===== config.mk =====
export PLATFORM = sky130hd
export DESIGN_NAME = pwm_dac
export DESIGN_NICKNAME = d
export VERILOG_FILES = /design/src/rtl/pwm_dac.sv
export SDC_FILE = /design/constraint.sdc
export NUM_CORES = 1
export LEC_CHECK = 0
export ABC_CLOCK_PERIOD_IN_PS = 4800
export BUFFER_PORTS_ARGS = -buffer_cell sky130_fd_sc_hd__buf_4
export CORE_ASPECT_RATIO = 1.75
export CORE_MARGIN = 2
export CORE_UTILIZATION = 41
export CTS_CLUSTER_SIZE = 16
export DETAILED_ROUTE_END_ITERATION = 10
export PLACE_DENSITY = 0.63
export SLEW_MARGIN = 10
export SYNTH_ARGS = -nofsm -noshare
export SYNTH_HDL_FRONTEND = slang
export SYNTH_SLANG_ARGS = --single-unit

===== constraint.sdc =====
create_clock -name clk -period 4.8 [get_ports clk]
set_input_delay 0.96 -clock clk [delete_from_list [all_inputs] [get_ports clk]]
set_output_delay 0.96 -clock clk [all_outputs]
set_load 0.02 [all_outputs]

===== src/rtl/pwm_dac.sv =====
// pwm_dac: converts a WIDTH-bit unsigned sample stream into a registered single-bit PWM with a period-start strobe.
// Define PWM_DAC_CENTER_ALIGNED_EN for a center-aligned 2^(WIDTH+1)-clock period instead of the edge-aligned default.
module pwm_dac #(
    parameter int WIDTH = 8
) (
    input  logic             clk,
    input  logic             rst_n,
    input  logic [WIDTH-1:0] IN,
    input  logic             EN,
    output logic             PWM,
    output logic             SYNC
);

`ifdef PWM_DAC_CENTER_ALIGNED_EN
    localparam int CW = WIDTH + 1;
`else
    localparam int CW = WIDTH;
`endif

    logic [CW-1:0]    cnt_q, cnt_d;
    logic [WIDTH-1:0] duty_q, duty_d;
    logic             pwm_q, pwm_d;
    logic             sync_q, sync_d;
`ifdef PWM_DAC_CENTER_ALIGNED_EN
    logic [WIDTH-1:0] tri_val_d;
`endif

    always_comb begin
        cnt_d  = cnt_q;
        duty_d = duty_q;
        sync_d = 1'b0;
        pwm_d  = 1'b0;
`ifdef PWM_DAC_CENTER_ALIGNED_EN
        tri_val_d = '0;
`endif
        if (!EN) begin
            cnt_d = '1;
        end else begin
            // The all-ones count is the last cycle of a period (and the parked state), so the next edge starts a new one
            if (cnt_q == '1) begin
                cnt_d  = '0;
                duty_d = IN;
                sync_d = 1'b1;
            end else begin
                cnt_d = cnt_q + 1'b1;
            end
`ifdef PWM_DAC_CENTER_ALIGNED_EN
            // Triangle folds the up-count about the midpoint: lower half counts down, upper half counts up
            tri_val_d = cnt_d[WIDTH] ? cnt_d[WIDTH-1:0] : ~cnt_d[WIDTH-1:0];
            pwm_d     = (tri_val_d < duty_d);
`else
            pwm_d = (cnt_d < duty_d);
`endif
        end
    end

    always_ff @(posedge clk or negedge rst_n) begin
        if (!rst_n) begin
            cnt_q  <= '1;
            duty_q <= '0;
            pwm_q  <= 1'b0;
            sync_q <= 1'b0;
        end else begin
            cnt_q  <= cnt_d;
            duty_q <= duty_d;
            pwm_q  <= pwm_d;
            sync_q <= sync_d;
        end
    end

    assign PWM  = pwm_q;
    assign SYNC = sync_q;

endmodule


Word-level counts from Yosys, hierarchy flattened
Cells that the tools add are included.
{ "op_classes": {"n_eq_ne": 1, "n_addsub": 1, "muxes": 8, "n_lt_le_gt_ge": 1} }
{ "ops": {"columns": ["op", "n"], "rows": [
  ["$mux 8", 5],
  ["$add 8x1->8 const B", 1],
  ["$eq 8x8->1 const B", 1],
  ["$lt 8x8->1", 1],
  ["$mux 1", 3]
]} }
{ "totals": {"wordCells": 15, "out_inout_bits": 2, "in_bits": 11, "register_bits": 18} }

Logic depth before layout (Yosys ltp)
{ "depth": {"ltp_word": 5, "depth_mapped": 11, "ltp_nobuf": 9} }

Worst setup path after synthesis
No wires, ideal clock.
{ "synth_path": {"path_kind": "flip-flop to flip-flop", "start": "register cnt_q[0]", "end": "register pwm_q (netlist: PWM)", "arrival_time_ps": 2718, "t_required_ps": 4689, "synth_period_minus_slack_ps": 2829, "slack_ps": 1971, "path_buffers": 2, "stages_incl_launch_ff": 11, "setup_ps": 111, "path_cell_list": "dfstp_2 ha_1 and3_1 and3_1 buf_6 buf_4 mux2i_1 ha_1 a211oi_1 a311oi_1 a2111oi_2"} }
{ "synth_between": {"elab_chain_cells": 5, "elab_cells_between_ends": 8, "cone_classes": "1 x add/sub; 1 x order compare; 1 x eq/ne; 5 x mux"} }
{ "synth_rtl": {"columns": ["item", "line", "source"], "rows": [
  ["start, declared", "20", "logic [CW-1:0] cnt_q, cnt_d;"],
  ["start signal, assigned", "64", "cnt_q <= cnt_d;"],
  ["$add 8x1->8 or $eq 8x8->1 (tied branches)", "45, 40", null],
  ["$mux 8", "40", "if (cnt_q == '1) begin"],
  ["$mux 8", "36", "if (!EN) begin"],
  ["$lt 8x8->1 *", "52", "pwm_d = (cnt_d < duty_d);"],
  ["$mux 1 *", "36", null],
  ["net pwm_d", "22", "logic pwm_q, pwm_d;"],
  ["end signal, assigned", "66", "pwm_q <= pwm_d;"],
  ["end, declared", "22", null]
]} }
Mark *: on every way through the listed nets, which the timed path passes. The rest lies on a longest branch. The select of a mux whose other input is x is not followed.
A chain may end at the register's enable or synchronous reset.

Final worst setup path
Ends and elaborated chain as after synthesis.

==> results.cfg <==
[status]
run_status = complete, no violations

[synth]
synth-seq-cells = 18
ys_top_cells_by_area = dfrtp_1 (24%), dfstp_2 (20%), ha_1 (9.6%)
yosysWarnings = 0
synth_top_cell_area_share = 0.239
syn-instance-count = 88
syn_area_um2 = 1050
syn-num-nets = 107
ys_types = 31
postSynthAreaPerCell_um2 = 11.9
yosys.area.top_type = dfrtp_1
yosysSeqAreaShare = 0.440

[sta]
maxSlewViolCount = 0
hold_viol_final = 0
rsz0062_at_grt = false
timing.setup.tns_ns = 0
setup_viol = 0
worst_pin_slew_ns = 0.701
slew_headroom = 0.533
period_minus_slack_ns = 3.25
min_period_over_period = 0.676
clock-skew-final_ns = 0.00103
hold_slack_ns = 0.503
fmax_ghz = 0.308

[power_and_ir_drop]
seqPwrFrac = 0.310
p_sw_frac = 0.400
p_per_area_nw_per_um2 = 794
p_switching_uw = 378
internal-power_uw = 567
power_frac_comb = 0.580
irDropWorstVdd_uv = 331
p_leak_nw = 0.535
p_clk_frac = 0.110

[cells_and_area]
syn_to_final_growth_pct = 13.9
antennaDiodeCount = 0
fin_cells = 127
nets = 122
drive_gt1_frac = 0.386

[grt]
antenna_found_initial = 0
grt_pass1_vias = 763
grt-ovfl-total = 0
grt.total_usage = 0.151
grt_pass1_wl_um = 3380
grt_start_max_net_pins = 19

[die]
fp-row-count = 24
die_area_um2 = 2990
core_area_um2 = 2460
ios = 13
die_width_um = 42.2
start_util = 0.425
chipHeight_um = 70.8

[setup_path]
critPathRequiredTime_ns = 4.95
critical_path_class = flop to flop
worstSetupStartpointType = flop
worstPathArrival_ns = 3.39
crit_fanout = 14
endpoint_kind = flop

[place]
placedCellCount = 124
io_buffers = 12
gp_congestion = 0.772
dpl.hpwl_um = 1540

[cts]
cts_max_path_buffers = 2
cts_setup_buffers = 0
cts.htree.levels = 1
insertion_delay_ns = 0.25
clock_sinks = 18
ctsResizeCount = 0
cts_hold_buffers = 0
cts_buffers = 3
clk_pin_slew_worst_paths_ns = 0.06
cts_tree = built
cts_root_buf = clkbuf_8

[worst_hold_path]
hp-class = flop to flop

[route]
drc = 0
routed_via_density = 5.76
drt-wirelength-per-cell_um = 15.6
dr_total_vias = 732
firstDrtPassIters = 4
initialDrtViolationCount = 8
antenna_left = 0
drt_wl_total_um = 1990

[flow_run]
max-cap-violations = 0
==> synthesized netlist by cell type <==
cell type and count:
nand3_1 5, nor2_1 2, and3_4 1, a21o_1 1, mux2_2 8, nand4_1 1
dfrtp_1 10, nand2b_1 2, mux2i_1 7, nor2b_1 2, a211oi_1 1, nand2_4 1
buf_6 1, xor2_1 2, nand3b_4 1, nand2_1 3, inv_1 2, buf_4 1
a21oi_1 2, o21a_1 1, o311ai_0 1, ha_1 8, and3_1 2, a32oi_1 1
o21ai_0 4, xnor2_1 2, o31ai_1 2, dfstp_2 8, a2111oi_2 1, or2_2 4
a311oi_1 1
==> power by group through the flow <==
stage                     sequential (mW)  combinational, mW  clock [mW]
after floorplan                     0.285              0.445           0
after global placement              0.293              0.528           0
after detailed placement            0.295              0.544           0
after CTS                           0.292              0.556       0.108
after global routing                0.303              0.615       0.113
final                               0.293              0.548       0.104
==> metrics by stage <==
stage	instance area, µm²	power (mW)	util	worst slack, ns
final	1190	0.945	0.484	1.55
after global routing	1190	1.03	0.484	1.31
after CTS	1190	0.956	0.484	1.54
after detailed placement	1150	0.840	0.467	1.56
after global placement	1150	0.822	0.467	1.65
after floorplan	1050	0.730	-	1.97
==> cell type report <==
type / count / area, µm²
fillers: 256 / 1270
multi-input cells: 66 / 559
flip-flops and latches: 18 / 460
repair buffers: 12 / 90.1
clock buffers: 3 / 41.3
well taps: 26 / 32.5
inverters: 2 / 7.51
==> metal layers <==
layer,up-vias,track usage,share of wire
met3,7,0.0153,0.022
met2,12,0.268,0.57
met5,-,0,0
met4,0,0.0903,0.031
met1,363,0.169,0.38
li1,350,-,-
==> layout by cell type, fill, tap and decap left out, types with 3 or more instances in the layout <==
master / instances
dfstp_2: 8
dfrtp_1: 10
ha_1: 8
o21ai_0: 4
clkbuf_8: 3
mux2_2: 8
nand3_1: 5
or2_2: 4
mux2i_1: 7
nand2_1: 3
buf_4: 12
==> worst paths after layout <==
kind	depth (start not counted)	startpoint	slack [ns]	end
max in group asynchronous	1	rst_n	3.97	cnt_q[4]$_DFF_PN1_
worst max register to register	8	cnt_q[0]$_DFF_PN1_	1.55	PWM$_DFF_PN0_
min in group asynchronous	1	rst_n	0.57	PWM$_DFF_PN0_
worst min register to register	1	duty_q[4]$_DFFE_PN0P_	0.50	duty_q[4]$_DFFE_PN0P_
worst min-delay path	1	duty_q[4]$_DFFE_PN0P_	0.50	duty_q[4]$_DFFE_PN0P_
worst max-delay path	8	cnt_q[0]$_DFF_PN1_	1.55	PWM$_DFF_PN0_
==> state kept, by name, indices dropped and copies added, names as in the netlist <==
register  count
cnt_q         8
duty_q        8
PWM           1
SYNC          1
==> worst max-delay path, cell delays in order, from the launching register on <==
cell,delay (ns)
dfstp_2,0.59
ha_1,0.26
and3_1,0.18
and3_1,0.62
mux2i_1,0.27
ha_1,0.26
a211oi_1,0.45
a311oi_1,0.19
a2111oi_2,0.32
==> kinds of logic after synthesis <==
kind of cell    share of synthesized area
xor+xnor                           0.0335
fa+ha+maj                          0.0957
flops                               0.440
compound gates                      0.104
simple gates                        0.148
buf+inv                            0.0251
mux                                 0.153
(Power assumes the default switching activity.)
